**src/rtl/ft_recovery_ctrl_if.sv**
```systemverilog
// Checkpoint-memory read port: sequencer is master, checkpoint memory is slave.
interface ft_recovery_ctrl_if;
  logic        req_o;
  logic        gnt_i;
  logic [31:0] addr_o;
  logic        rvalid_i;
  logic [31:0] rdata_i;
  logic        err_i;

  modport master (
    output req_o, addr_o,
    input  gnt_i, rvalid_i, rdata_i, err_i
  );

  modport slave (
    input  req_o, addr_o,
    output gnt_i, rvalid_i, rdata_i, err_i
  );
endinterface

```
**src/rtl/ft_recovery_ctrl.sv**
```systemverilog
// Rollback sequencer: reads checkpointed x1..x(NUM_REGS-1) and the saved PC
// from checkpoint memory, replays registers into the core RF, then loads PC.
module ft_recovery_ctrl #(
  parameter int unsigned NUM_REGS = 32,
  parameter int unsigned PC_ADDR  = 32,
  parameter int unsigned TIMEOUT  = 16
) (
  input  logic               clk_i,
  input  logic               rst_i,
  input  logic               start_i,
  ft_recovery_ctrl_if.master ckpt,
  output logic               busy_o,
  output logic               done_o,
  output logic               error_o,
  output logic               rf_we_o,
  output logic [4:0]         rf_waddr_o,
  output logic [31:0]        rf_wdata_o,
  output logic               pc_set_o,
  output logic [31:0]        pc_o
);

  localparam int unsigned MAX_IDX = (PC_ADDR > NUM_REGS) ? PC_ADDR : NUM_REGS;
  localparam int unsigned IDX_W   = $clog2(MAX_IDX + 1);
  localparam int unsigned TMO_W   = $clog2(TIMEOUT + 1);
  localparam int unsigned ADDR_W  = 32;
  localparam int unsigned DATA_W  = 32;
  localparam int unsigned RF_AW   = 5;

  typedef enum logic [1:0] {
    S_IDLE,
    S_REQ,
    S_WAIT,
    S_FINISH
  } state_e;

  state_e              state_q,    state_d;
  logic [IDX_W-1:0]    idx_q,      idx_d;
  logic [TMO_W-1:0]    tmo_q,      tmo_d;
  logic                busy_q,     busy_d;
  logic                done_q,     done_d;
  logic                error_q,    error_d;
  logic                rf_we_q,    rf_we_d;
  logic [RF_AW-1:0]    rf_waddr_q, rf_waddr_d;
  logic [DATA_W-1:0]   rf_wdata_q, rf_wdata_d;
  logic                pc_set_q,   pc_set_d;
  logic [DATA_W-1:0]   pc_q,       pc_d;

  logic [IDX_W-1:0]    idx_inc;
  logic                tmo_hit;

  assign idx_inc = idx_q + IDX_W'(1);
  assign tmo_hit = (tmo_q == TMO_W'(TIMEOUT - 1));

  // Request and address are decoded from state so they drop with an async reset.
  assign ckpt.req_o  = (state_q == S_REQ);
  assign ckpt.addr_o = (state_q == S_REQ) ? ADDR_W'({idx_q, 2'b00}) : '0;

  // Next-state, index/timeout bookkeeping and registered output values.
  always_comb begin
    state_d    = state_q;
    idx_d      = idx_q;
    tmo_d      = tmo_q;
    done_d     = 1'b0;
    error_d    = 1'b0;
    rf_we_d    = 1'b0;
    pc_set_d   = 1'b0;
    rf_waddr_d = rf_waddr_q;
    rf_wdata_d = rf_wdata_q;
    pc_d       = pc_q;

    case (state_q)
      S_IDLE: begin
        if (start_i) begin
          state_d = S_REQ;
          idx_d   = IDX_W'(1);
          tmo_d   = '0;
        end
      end

      S_REQ: begin
        if (ckpt.gnt_i) begin
          state_d = S_WAIT;
          tmo_d   = '0;
        end else if (tmo_hit) begin
          state_d = S_IDLE;
          error_d = 1'b1;
          tmo_d   = '0;
        end else begin
          tmo_d = tmo_q + TMO_W'(1);
        end
      end

      S_WAIT: begin
        if (ckpt.rvalid_i) begin
          tmo_d = '0;
          if (ckpt.err_i) begin
            state_d = S_IDLE;
            error_d = 1'b1;
          end else if (idx_q == IDX_W'(PC_ADDR)) begin
            state_d  = S_FINISH;
            pc_d     = ckpt.rdata_i;
            pc_set_d = 1'b1;
            done_d   = 1'b1;
          end else begin
            state_d    = S_REQ;
            rf_we_d    = 1'b1;
            rf_waddr_d = RF_AW'(idx_q);
            rf_wdata_d = ckpt.rdata_i;
            idx_d      = (idx_inc == IDX_W'(NUM_REGS)) ? IDX_W'(PC_ADDR) : idx_inc;
          end
        end else if (tmo_hit) begin
          state_d = S_IDLE;
          error_d = 1'b1;
          tmo_d   = '0;
        end else begin
          tmo_d = tmo_q + TMO_W'(1);
        end
      end

      S_FINISH: begin
        state_d = S_IDLE;
      end

      default: begin
        state_d = S_IDLE;
      end
    endcase

    busy_d = (state_d == S_REQ) || (state_d == S_WAIT);
  end

  // State and output registers; everything clears on reset.
  always_ff @(posedge clk_i or posedge rst_i) begin
    if (rst_i) begin
      state_q    <= S_IDLE;
      idx_q      <= '0;
      tmo_q      <= '0;
      busy_q     <= 1'b0;
      done_q     <= 1'b0;
      error_q    <= 1'b0;
      rf_we_q    <= 1'b0;
      rf_waddr_q <= '0;
      rf_wdata_q <= '0;
      pc_set_q   <= 1'b0;
      pc_q       <= '0;
    end else begin
      state_q    <= state_d;
      idx_q      <= idx_d;
      tmo_q      <= tmo_d;
      busy_q     <= busy_d;
      done_q     <= done_d;
      error_q    <= error_d;
      rf_we_q    <= rf_we_d;
      rf_waddr_q <= rf_waddr_d;
      rf_wdata_q <= rf_wdata_d;
      pc_set_q   <= pc_set_d;
      pc_q       <= pc_d;
    end
  end

  assign busy_o     = busy_q;
  assign done_o     = done_q;
  assign error_o    = error_q;
  assign rf_we_o    = rf_we_q;
  assign rf_waddr_o = rf_waddr_q;
  assign rf_wdata_o = rf_wdata_q;
  assign pc_set_o   = pc_set_q;
  assign pc_o       = pc_q;

endmodule
```
**src/flat_wrapper.sv**
```systemverilog
// flat-port wrapper written by rule: the top's interface ports become plain ports
module ft_recovery_ctrl_flat 
#(
  parameter int unsigned NUM_REGS = 32,
  parameter int unsigned PC_ADDR  = 32,
  parameter int unsigned TIMEOUT  = 16
)
  (clk_i, rst_i, start_i, busy_o, done_o, error_o, rf_we_o, rf_waddr_o, rf_wdata_o, pc_set_o, pc_o, ckpt_req_o, ckpt_addr_o, ckpt_gnt_i, ckpt_rvalid_i, ckpt_rdata_i, ckpt_err_i);
  ft_recovery_ctrl_if ckpt_i ();
  input  logic clk_i;
  input  logic rst_i;
  input  logic start_i;
  output logic busy_o;
  output logic done_o;
  output logic error_o;
  output logic rf_we_o;
  output logic [4:0] rf_waddr_o;
  output logic [31:0] rf_wdata_o;
  output logic pc_set_o;
  output logic [31:0] pc_o;
  output wire logic [$bits(ckpt_i.req_o)-1:0] ckpt_req_o;
  output wire logic [$bits(ckpt_i.addr_o)-1:0] ckpt_addr_o;
  input wire logic [$bits(ckpt_i.gnt_i)-1:0] ckpt_gnt_i;
  input wire logic [$bits(ckpt_i.rvalid_i)-1:0] ckpt_rvalid_i;
  input wire logic [$bits(ckpt_i.rdata_i)-1:0] ckpt_rdata_i;
  input wire logic [$bits(ckpt_i.err_i)-1:0] ckpt_err_i;
  assign ckpt_req_o = ckpt_i.req_o;
  assign ckpt_addr_o = ckpt_i.addr_o;
  assign ckpt_i.gnt_i = ckpt_gnt_i;
  assign ckpt_i.rvalid_i = ckpt_rvalid_i;
  assign ckpt_i.rdata_i = ckpt_rdata_i;
  assign ckpt_i.err_i = ckpt_err_i;
  ft_recovery_ctrl #(.NUM_REGS(NUM_REGS), .PC_ADDR(PC_ADDR), .TIMEOUT(TIMEOUT)) u_core (.clk_i(clk_i), .rst_i(rst_i), .start_i(start_i), .ckpt(ckpt_i), .busy_o(busy_o), .done_o(done_o), .error_o(error_o), .rf_we_o(rf_we_o), .rf_waddr_o(rf_waddr_o), .rf_wdata_o(rf_wdata_o), .pc_set_o(pc_set_o), .pc_o(pc_o));
endmodule
```
**config.mk**
```make
export PLATFORM = sky130hd
export DESIGN_NAME = ft_recovery_ctrl_flat
export DESIGN_NICKNAME = d
export VERILOG_FILES = /design/src/rtl/ft_recovery_ctrl_if.sv /design/src/rtl/ft_recovery_ctrl.sv /design/src/flat_wrapper.sv
export SDC_FILE = /design/constraint.sdc
export NUM_CORES = 1
export LEC_CHECK = 0
export ABC_AREA = 1
export CAP_MARGIN = 20
export CORE_MARGIN = 5
export CORE_UTILIZATION = 63
export DETAILED_ROUTE_END_ITERATION = 8
export DONT_BUFFER_PORTS = 1
export PLACE_DENSITY_LB_ADDON = 0.08
export REMOVE_ABC_BUFFERS = 1
export SETUP_SLACK_MARGIN = 0.15
export SYNTH_ARGS = -nofsm -noshare
export SYNTH_HDL_FRONTEND = slang
export SYNTH_SLANG_ARGS = --single-unit
export TNS_END_PERCENT = 5
```
**constraint.sdc**
```tcl
create_clock -name clk_i -period 3.8 [get_ports clk_i]
set_clock_uncertainty 0.15 [all_clocks]
set_input_delay 0.57 -clock clk_i [delete_from_list [all_inputs] [get_ports clk_i]]
set_output_delay 0.57 -clock clk_i [all_outputs]
set_load 0.005 [all_outputs]
```
==> results.ini, run 1 <==
[outcome]
run_status = finished clean

[cts]
cts_tree = done
clock_path_buffers = 2
worstSkewPairLatency_ns = 0.35
cts_sinks = 86
postCtsSetupBuffers = 0
cts.clk_slew.worst_paths_ns = 0.09
cts_made_buffers = 9
cts.htree.levels = 3
root_buffer = clkbuf_8

[timing]
fin_crit_sh = 0.6578
fin_ws_ns = 1.300
period_needed_ns = 2.500
worst_pin_slew_ns = 0.8643
slew_viol_final = 0
slew_headroom = 0.4218
rsz0062_at_grt = no
whs_ns = 0.2192
clock.fmax_ghz = 0.4000
hold_viol = 0
fin_tns_setup_ns = 0
setup_violations = 0

[synth]
netlist_top_cells_area = dfrtp_1 52%, nand2_1 10%, o21ai_2 9.4%
synth.mux.area_fraction = 0
synth_top_area_cell = dfrtp_1
synthAdderAreaFrac = 0.02435
synth_top_area_share = 0.5236
synth_area_um2 = 4110
synth-compound-area-share = 0.1504
ys_ff_latch = 86
synthSimpleGateAreaFrac = 0.1467
ys_types = 31
ys_seq_area_frac = 0.5236
syn_avg_cell_area_um2 = 9.427
synthXorXnorAreaFrac = 0.002131
yosysWarnings = 0
synth_top_family_by_area = buffers and inverters
syn_inst = 436

[final_layout]
final_common_cell = nand2_1
final_core_utilization = 0.6607
n_fill_cell = 549
area_growth_pct = 2.070
n_antenna_cell = 0
layoutNonFillerInstCount = 514
drive_above_1_share = 0.1648
nNetsFinal = 478
final_cell_mix = 111 x nand2_1, 86 x dfrtp_1, 63 x inv_1, 44 x o21ai_2, 33 x o21ai_0

[placement]
place_inst = 496
dp.final_hpwl_mm = 5.579
place_congestion = 0.8569
place_ws_ns = 1.265
port_buffers = 0

[global_routing]
grt_pass1_vias = 2467
grt_max_degree = 78
grt_pass1_wl_mm = 12.85
gr-usage-met3 = 0.07333
use_met1 = 0.2489
track_usage = 0.1931
grt-ovfl-total = 0
antenna_found_initial = 0
grt_busiest_layer = met2
met2_usage = 0.3039

[worst_setup_path]
cp_slowest_cell = nand2_2
crit_type = reg2reg
crit_fanout = 37
worstPathCellList = inv_1 > ha_1 > nand3_2 > inv_2 > nand2_2 > buf_4 > nand2_1 > o21ai_0
critPathCaptureType = flip-flop
cp-start-kind = flip-flop
crit_path_max_incr_delay_ns = 0.48
required_ns = 3.87
path_delay_family = simple AND/OR/NAND/NOR gates
critPathBufInv = 3
cp.arrival_ns = 2.57

[power_and_ir_drop]
ir_worst_vdd_mv = 0.3523
p_leak_nw = 2.237
power_density_nw_per_um2 = 583.6

[floorplanning]
die_width_um = 90.77
initial_core_util = 0.6473
rows = 29
die_area_um2 = 8239
dieHeight_um = 90.77
io_pins = 145
core_um2 = 6350

[drt]
drtIter0Drc = 117
first_pass_iters = 4
via_count = 2661
ant_nets = 0
drc = 0
routed_via_density = 5.177
routed_wl_mm = 7.917
wl_per_cell_um = 15.40

[flow_run]
drv_cap = 0

[hold_path]
hold_class = in2reg

-- registers in the layout, indices dropped and copies added (netlist names) --
name / cells
u_core.busy_o: 1
u_core.done_o: 1
u_core.error_o: 1
u_core.idx_q: 6
u_core.pc_o: 32
u_core.rf_waddr_o: 5
u_core.rf_wdata_o: 32
u_core.rf_we_o: 1
u_core.state_q: 2
u_core.tmo_q: 5
-- worst reg2reg max path, cell delays in order, from the launching register on --
cell     delay (ns)
dfrtp_1        0.41
inv_1          0.13
ha_1           0.34
nand3_2        0.13
inv_2          0.10
nand2_2        0.49
buf_4          0.46
nand2_1        0.10
o21ai_0        0.08
-- cells in the mapped netlist, drive strengths merged --
cell and count:
o22ai 1, conb 1, dfrtp 86, buf 43
ha 8, nand3 15, inv 65, nor2 7
nor3 3, nand2 114, nand4 5, a21oi 3
clkbuf 2, xor2 1, o21ai 79, o211ai 1
o211a 1, a22oi 1
-- worst paths after layout --
check	to	start	slack (ns)	depth (start not counted)
worst max-delay path	u_core.pc_o[8]	u_core.state_q[0]	1.30	8
worst min-delay path	u_core.pc_o[30]	ckpt_rdata_i[30]	0.22	2
worst max register to register	u_core.pc_o[8]	u_core.state_q[0]	1.30	8
worst min register to register	u_core.tmo_q[4]	u_core.tmo_q[4]	0.36	2
max in group asynchronous	u_core.pc_o[29]	rst_i	2.33	4
min in group asynchronous	u_core.done_o	rst_i	0.42	2
-- final cells by class --
class	count	area [um^2]	share of cell area
Sequential cell	86	2152	0.5130
Multi-Input combinational cell	265	1428	0.3403
Inverter	65	245.2	0.05846
Clock buffer	10	127.6	0.03042
Tap cell	77	96.34	0.02296
Clock inverter	6	86.33	0.02058
Timing Repair Buffer	5	60.06	0.01432
-- report_power, final --
group	switching [W]	leakage (nW)	internal, W
clock network	0.000317	0.106	0.000369
logic	0.000315	0.983	0.000181
registers	0.000161	1.15	0.00110
-- per-layer routing --
| metal | wire length (um) | share of wire |
|---|---|---|
| met5 | 0 | 0 |
| met4 | 60 | 0.0076 |
| met3 | 719 | 0.091 |
| met2 | 3783 | 0.48 |
| met1 | 3353 | 0.42 |
-- cells by family (layout without fill, tap and decap cells) --
group                    count (synthesis)  after routing
flip-flops                              86             86
AO/OA/AOI/OAI                           86             86
buffers and inverters                  110             86
adder cells (fa/ha/maj)                  8              8
other                                    1             26
XOR/XNOR                                 1              1
AND/OR/NAND/NOR                        144            144
-- repair_timing --
item,CTS,global route
resized for setup,0,0
hold buffers,0,1
hold endpoints to repair,0,7
-- per-stage QoR --
step	total power, W	instance area (um^2)
2_1_floorplan	0.001641	3824
3_3_place_gp	0.001757	3944
3_5_place_dp	0.001779	3944
4_1_cts	0.002470	4158
5_1_grt	0.002615	4195
6_report	0.002448	4195
(Power assumes the default switching activity.)
==> run 2, diff against run 1 <==
==> constraint.sdc (replaced) <==
create_clock -name clk_i -period 2.6 [get_ports clk_i]
set_clock_uncertainty 0.15 [all_clocks]
set_input_delay 0.39 -clock clk_i [delete_from_list [all_inputs] [get_ports clk_i]]
set_output_delay 0.39 -clock clk_i [all_outputs]
set_load 0.005 [all_outputs]
==> run 2 against run 1 <==
Die area unchanged. Sequential share of layout area increased by 0.11 points. Sequential power increased by 46%. First-iteration DRC count increased by 27%. Register-to-register slack got worse by 0.81 ns. Setup slack got worse by 0.81 ns. Non-clock buffer count increased by 3. Fmax increased by 18%. Critical path depth unchanged. Clock-buffer cell count increased by 1. Critical path type unchanged.
==> results.ini, run 2 (synthesized netlist as in run 1, its figures left out) <==
[outcome]
run_status = finished clean  ; unchanged

[power_and_ir_drop]
power_switching_w = 0.001142  ; was 0.0007928 W
ir_worst_vdd_mv = 0.5395  ; was 0.3523 mV
power_frac_comb = 0.216  ; was 0.203
p_leak_nw = 2.242  ; was 2.237 nW
switching_share = 0.3366  ; was 0.3238
intPower_w = 0.002252  ; was 0.001655 W
power_density_nw_per_um2 = 810.7  ; was 583.6 nW/um^2
sequentialPowerShare = 0.547  ; was 0.517
p_clk_frac = 0.237  ; was 0.280

[cts]
clock_path_buffers = 2  ; unchanged
postCtsSetupBuffers = 0  ; unchanged
cts_tree = done  ; unchanged
worstSkewPairLatency_ns = 0.34  ; was 0.35 ns
cts_made_buffers = 9  ; unchanged
cts.htree.levels = 3  ; unchanged
cts_sinks = 86  ; unchanged
post_cts_resize_count = 0  ; unchanged
cts.clk_slew.worst_paths_ns = 0.08  ; was 0.09 ns
root_buffer = clkbuf_8  ; unchanged

[floorplanning]
die_area_um2 = 8239  ; unchanged
rows = 29  ; unchanged
initial_core_util = 0.6473  ; unchanged
core_um2 = 6350  ; unchanged
die_width_um = 90.77  ; unchanged
dieHeight_um = 90.77  ; unchanged
io_pins = 145  ; unchanged

[global_routing]
grt-ovfl-total = 0  ; unchanged
grt_pass1_vias = 2515  ; was 2467
grt_max_degree = 40  ; was 78
track_usage = 0.1890  ; was 0.1931
antenna_found_initial = 0  ; unchanged
grt_pass1_wl_mm = 12.70  ; was 12.85 mm

[placement]
port_buffers = 0  ; unchanged
dp.final_hpwl_mm = 5.766  ; was 5.579 mm
place_congestion = 0.8728  ; was 0.8569
place_inst = 500  ; was 496
place_ws_ns = 0.4857  ; was 1.265 ns

[timing]
rsz0062_at_grt = no  ; unchanged
slew_viol_final = 0  ; unchanged
clock.fmax_ghz = 0.4740  ; was 0.4000 GHz
setup_violations = 0  ; unchanged
fin_ws_ns = 0.4901  ; was 1.300 ns
slew_headroom = 0.5844  ; was 0.4218
period_needed_ns = 2.110  ; was 2.500 ns
worst_pin_slew_ns = 0.6227  ; was 0.8643 ns
hold_viol = 0  ; unchanged
whs_ns = 0.05150  ; was 0.2192 ns
fin_crit_sh = 0.8115  ; was 0.6578

[final_layout]
area_growth_pct = 1.857  ; was 2.070%
final_core_utilization = 0.6593  ; was 0.6607
final_common_cell = nand2_1  ; unchanged
final_cell_mix = 111 x nand2_1, 86 x dfrtp_1, 63 x inv_1, 44 x o21ai_2, 33 x o21ai_0  ; unchanged
drive_above_1_share = 0.1686  ; was 0.1648
n_fill_cell = 545  ; was 549
layoutNonFillerInstCount = 516  ; was 514
n_antenna_cell = 0  ; unchanged
nNetsFinal = 481  ; was 478

[worst_setup_path]
cp.arrival_ns = 2.19  ; was 2.57 ns
cp-start-kind = flip-flop  ; unchanged
crit_type = reg2reg  ; unchanged
crit_fanout = 27  ; was 37
critPathCaptureType = flip-flop  ; unchanged
required_ns = 2.68  ; was 3.87 ns

[drt]
drc = 0  ; unchanged
ant_nets = 0  ; unchanged
drtIter0Drc = 149  ; was 117
via_count = 2680  ; was 2661
wl_per_cell_um = 15.25  ; was 15.40 um
routed_wl_mm = 7.869  ; was 7.917 mm
first_pass_iters = 4  ; unchanged
routed_via_density = 5.194  ; was 5.177

[hold_path]
hold_class = in2reg  ; unchanged

[flow_run]
drv_cap = 0  ; unchanged

[run 2: layout make-up]
cell class | count | area [um^2] | share of cell area
timing repair buffer | 8 | 100.1 | 0.02391
inverter | 65 | 245.2 | 0.05858
sequential | 86 | 2152 | 0.5140
multi-input combinational | 265 | 1428 | 0.3410
clock inverter | 4 | 23.77 | 0.005678
clock buffer | 11 | 141.4 | 0.03377
tap | 77 | 96.34 | 0.02301
[run 2: what timing repair did]
item                                    CTS  global route
endpoints found under the setup margin    0             0
hold buffers                              1             0
hold endpoints to repair                 33             0
[run 2: metal layers]
layer / vias to the layer above / track usage / part of all wire
li1: 1314 / - / -
met1: 1244 / 0.2421 / 0.41
met2: 110 / 0.3021 / 0.48
met3: 12 / 0.06333 / 0.095
met4: 0 / 0.06235 / 0.013
met5: - / 0 / 0
[run 2: critical path, stage by stage, from the launching register on]
cell and delay [ns]:
dfrtp_1 0.41, inv_1 0.13, ha_1 0.33, nand3_2 0.14, inv_2 0.11, nand2_2 0.30
buf_12 0.29, nand2_1 0.08, o21ai_2 0.05
[run 2: final timing paths]
| kind | to | slack (ns) | startpoint | cells after the start |
|---|---|---|---|---|
| setup / recovery | u_core.pc_o[19] | 0.49 | u_core.state_q[0] | 8 |
| hold / removal | u_core.rf_wdata_o[6] | 0.05 | ckpt_rdata_i[6] | 2 |
| setup reg to reg | u_core.pc_o[19] | 0.49 | u_core.state_q[0] | 8 |
| hold reg to reg | u_core.tmo_q[4] | 0.35 | u_core.tmo_q[4] | 2 |
| max in group asynchronous | u_core.rf_wdata_o[25] | 1.27 | rst_i | 3 |
| min in group asynchronous | u_core.pc_o[29] | 0.41 | rst_i | 2 |
[run 2: power by group through the flow]
stage / Clock, W / Sequential [W] / Combinational (W)
floorplan: 0 / 0.00181 / 0.000591
global placement: 0 / 0.00188 / 0.000711
detailed placement: 0 / 0.00189 / 0.000737
CTS: 0.000834 / 0.00186 / 0.000743
global route: 0.000897 / 0.00189 / 0.000848
finish: 0.000803 / 0.00186 / 0.000734
[run 2: metrics by stage]
stage | setup TNS [ns] | power (W) | instance area (um^2)
floorplan | -13.92 | 0.002399 | 3824
global route | 0 | 0.003635 | 4187
CTS | 0 | 0.003441 | 4187
global placement | 0 | 0.002593 | 4011
finish | 0 | 0.003394 | 4187
detailed placement | 0 | 0.002625 | 4011
==> run 3, diff against run 2 <==
==> constraint.sdc (replaced) <==
create_clock -name clk_i -period 2 [get_ports clk_i]
set_clock_uncertainty 0.15 [all_clocks]
set_input_delay 0.3 -clock clk_i [delete_from_list [all_inputs] [get_ports clk_i]]
set_output_delay 0.3 -clock clk_i [all_outputs]
set_load 0.005 [all_outputs]
==> run 3 against run 2 <==
Clock power is 41% higher. Via count is 5.8% higher. Combinational power is 46% higher. Cell area is 9.4% higher. Final cell count is 7.0% higher. Die area stayed put. Sequential share of layout area is 4.4 points lower. Setup slack worse by 0.31 ns. Register-to-register slack worse by 0.25 ns. Hold slack better by 0.0021 ns. Global-route usage is 2.0 points higher. Highest routed layer unchanged.
==> results.ini, run 3 (synthesized netlist as in run 1, its figures left out) <==
[power_and_ir_drop]
power_frac_comb = 0.231  ; was 0.216
switching_share = 0.3320  ; was 0.3366
sequentialPowerShare = 0.523  ; was 0.547
power_switching_w = 0.001531  ; was 0.001142 W
power_density_nw_per_um2 = 1007  ; was 810.7 nW/um^2
intPower_w = 0.003082  ; was 0.002252 W
p_leak_nw = 2.394  ; was 2.242 nW
ir_worst_vdd_mv = 0.6366  ; was 0.5395 mV
p_clk_frac = 0.246  ; was 0.237
power.total_w = 0.004613  ; was 0.003394 W

[floorplanning]
dieHeight_um = 90.77  ; unchanged
die_width_um = 90.77  ; unchanged
initial_core_util = 0.6473  ; unchanged
die_area_um2 = 8239  ; unchanged
io_pins = 145  ; unchanged
rows = 29  ; unchanged
core_um2 = 6350  ; unchanged

[global_routing]
grt_pass1_wl_mm = 14.15  ; was 12.70 mm
grt_max_degree = 59  ; was 40
grt-ovfl-total = 0  ; unchanged
track_usage = 0.2095  ; was 0.1890
grt_pass1_vias = 2822  ; was 2515
antenna_found_initial = 0  ; unchanged

[hold_path]
hold_path.startpoint = ckpt_gnt_i  ; was ckpt_rdata_i[6]
holdPathEnd = u_core.tmo_q[2]  ; was u_core.rf_wdata_o[6]
whs_path_depth = 3  ; was 2
hold_class = in2reg  ; unchanged

[worst_setup_path]
reg2reg_depth = 7  ; was 8
reg2reg_to = u_core.tmo_q[1]  ; was u_core.pc_o[19]
cp-start-kind = flip-flop  ; unchanged
cp.arrival_ns = 1.37  ; was 2.19 ns
critPathCaptureType = primary output  ; was flip-flop
worstPathCellList = inv_2 > ha_2 > buf_6 > nand2_1 > inv_2  ; was inv_1 > ha_1 > nand3_2 > inv_2 > nand2_2 > buf_12 > nand2_1 > o21ai_2
crit_top_cell = inv_2
cp_slowest_cell = dfrtp_2  ; was dfrtp_1
rrSetupSlack_ns = 0.24  ; was 0.49 ns
crit_path_max_incr_delay_ns = 0.46  ; was 0.41 ns
crit_fanout = 8  ; was 27
timing.rr.start = u_core.state_q[0]  ; unchanged
crit_type = reg2out  ; was reg2reg
required_ns = 1.55  ; was 2.68 ns

[final_layout]
n_fill_cell = 495  ; was 545
nNetsFinal = 516  ; was 481
final_area_um2 = 4582  ; was 4187 um^2
n_antenna_cell = 0  ; unchanged
seqCellArea_um2 = 2153  ; was 2152 um^2
final_common_cell = nand2_1  ; unchanged
final_cell_mix = 111 x nand2_1, 85 x dfrtp_1, 60 x inv_1, 44 x o21ai_2, 33 x dlygate4sd3_1  ; was 111 x nand2_1, 86 x dfrtp_1, 63 x inv_1, 44 x o21ai_2, 33 x o21ai_0
area_growth_pct = 11.48  ; was 1.857%
final_core_utilization = 0.7216  ; was 0.6593
drive_above_1_share = 0.1789  ; was 0.1686
multiInputGateArea_um2 = 1450  ; was 1428 um^2

[cts]
worstSkewPairLatency_ns = 0.34  ; about the same
cts_made_buffers = 9  ; unchanged
cts_tree = done  ; unchanged
cts.htree.levels = 3  ; unchanged
root_buffer = clkbuf_8  ; unchanged
cts.clk_slew.worst_paths_ns = 0.08  ; about the same
cts_sinks = 86  ; unchanged
clock_path_buffers = 2  ; unchanged

[drt]
via_count = 2835  ; was 2680
wl_per_cell_um = 15.21  ; was 15.25 um
first_pass_iters = 4  ; unchanged
ant_nets = 0  ; unchanged
routed_via_density = 5.136  ; was 5.194
routed_wl_mm = 8.396  ; was 7.869 mm
drc = 0  ; unchanged
drtIter0Drc = 148  ; was 149

[timing]
setup_violations = 0  ; unchanged
clock.fmax_ghz = 0.5501
fin_crit_sh = 0.9089
rsz0062_at_grt = yes  ; was no
fin_tns_setup_ns = 0  ; unchanged
period_needed_ns = 1.818
slew_viol_final = 0  ; unchanged
fin_ws_ns = 0.1822  ; was 0.4901 ns
hold_viol = 0  ; unchanged

[placement]
place_ws_ns = 0.1331  ; was 0.4857 ns
placed_cell_area_um2 = 4019  ; was 4011 um^2
port_buffers = 0  ; unchanged
place_congestion = 0.8686  ; was 0.8728
dp.final_hpwl_mm = 5.766  ; about the same

[outcome]
run_status = finished clean  ; unchanged

[flow_run]
drv_cap = 0  ; unchanged

-- run 3: routing by layer --
layer | wire, um | part of all wire | GRT usage | vias to the layer above
met1 | 3501 | 0.42 | 0.2674 | 1346
met2 | 4045 | 0.48 | 0.3366 | 104
met3 | 735 | 0.088 | 0.06500 | 11
met4 | 114 | 0.014 | 0.07579 | 0
met5 | 0 | 0 | 0 | -
li1 | - | - | - | 1374
-- run 3: cell type report --
cell class	count	area share
multi-input cells	265	0.3165
clock inverters	3	0.003823
inverters	65	0.05352
well taps	77	0.02103
flip-flops and latches	86	0.4700
repair buffers	43	0.09831
clock buffers	13	0.03687
-- run 3: power by group through the flow --
stage | logic (W) | registers (W) | clock network (W)
2_1_floorplan | 0.000768 | 0.00235 | 0
3_3_place_gp | 0.000931 | 0.00244 | 0
3_5_place_dp | 0.000972 | 0.00245 | 0
4_1_cts | 0.00102 | 0.00242 | 0.00117
5_1_grt | 0.00124 | 0.00246 | 0.00124
6_report | 0.00107 | 0.00241 | 0.00113
-- run 3: timing repair --
item,4_1_cts,5_1_grt
hold buffers,33,0
gates cloned,0,0
hold endpoints to repair,145,0
buffers inserted,0,2
resized for setup,0,12
setup endpoints to repair,22,86
-- run 3: how the worst max path moves through the flow --
stage / start / end / slack [ns] / cells after the start
2_1_floorplan: rst_i / u_core.busy_o / -0.67 / 1
5_1_grt: u_core.state_q[1] / ckpt_addr_o[3] / 0.12 / 5
3_3_place_gp: u_core.state_q[0] / u_core.pc_o[5] / 0.21 / 8
4_1_cts: u_core.state_q[0] / u_core.pc_o[3] / 0.12 / 8
3_5_place_dp: u_core.state_q[0] / u_core.pc_o[3] / 0.13 / 8
6_report: u_core.state_q[1] / ckpt_addr_o[4] / 0.18 / 5
-- run 3: critical path: cells and delay by family (launching register included) --
kind | cells | cell delay, ns
DFF | 1 | 0.46
buffers and inverters | 3 | 0.32
and+or+nand+nor | 1 | 0.07
adders and majority gates | 1 | 0.18
-- run 3: metrics by stage --
step	cells	hold slack (ns)
finish	552	0.05360
global route	552	0.06594
CTS	550	0.03406
detailed placement	501	0.1183
global placement	501	0.1108
floorplan	416	0.3071
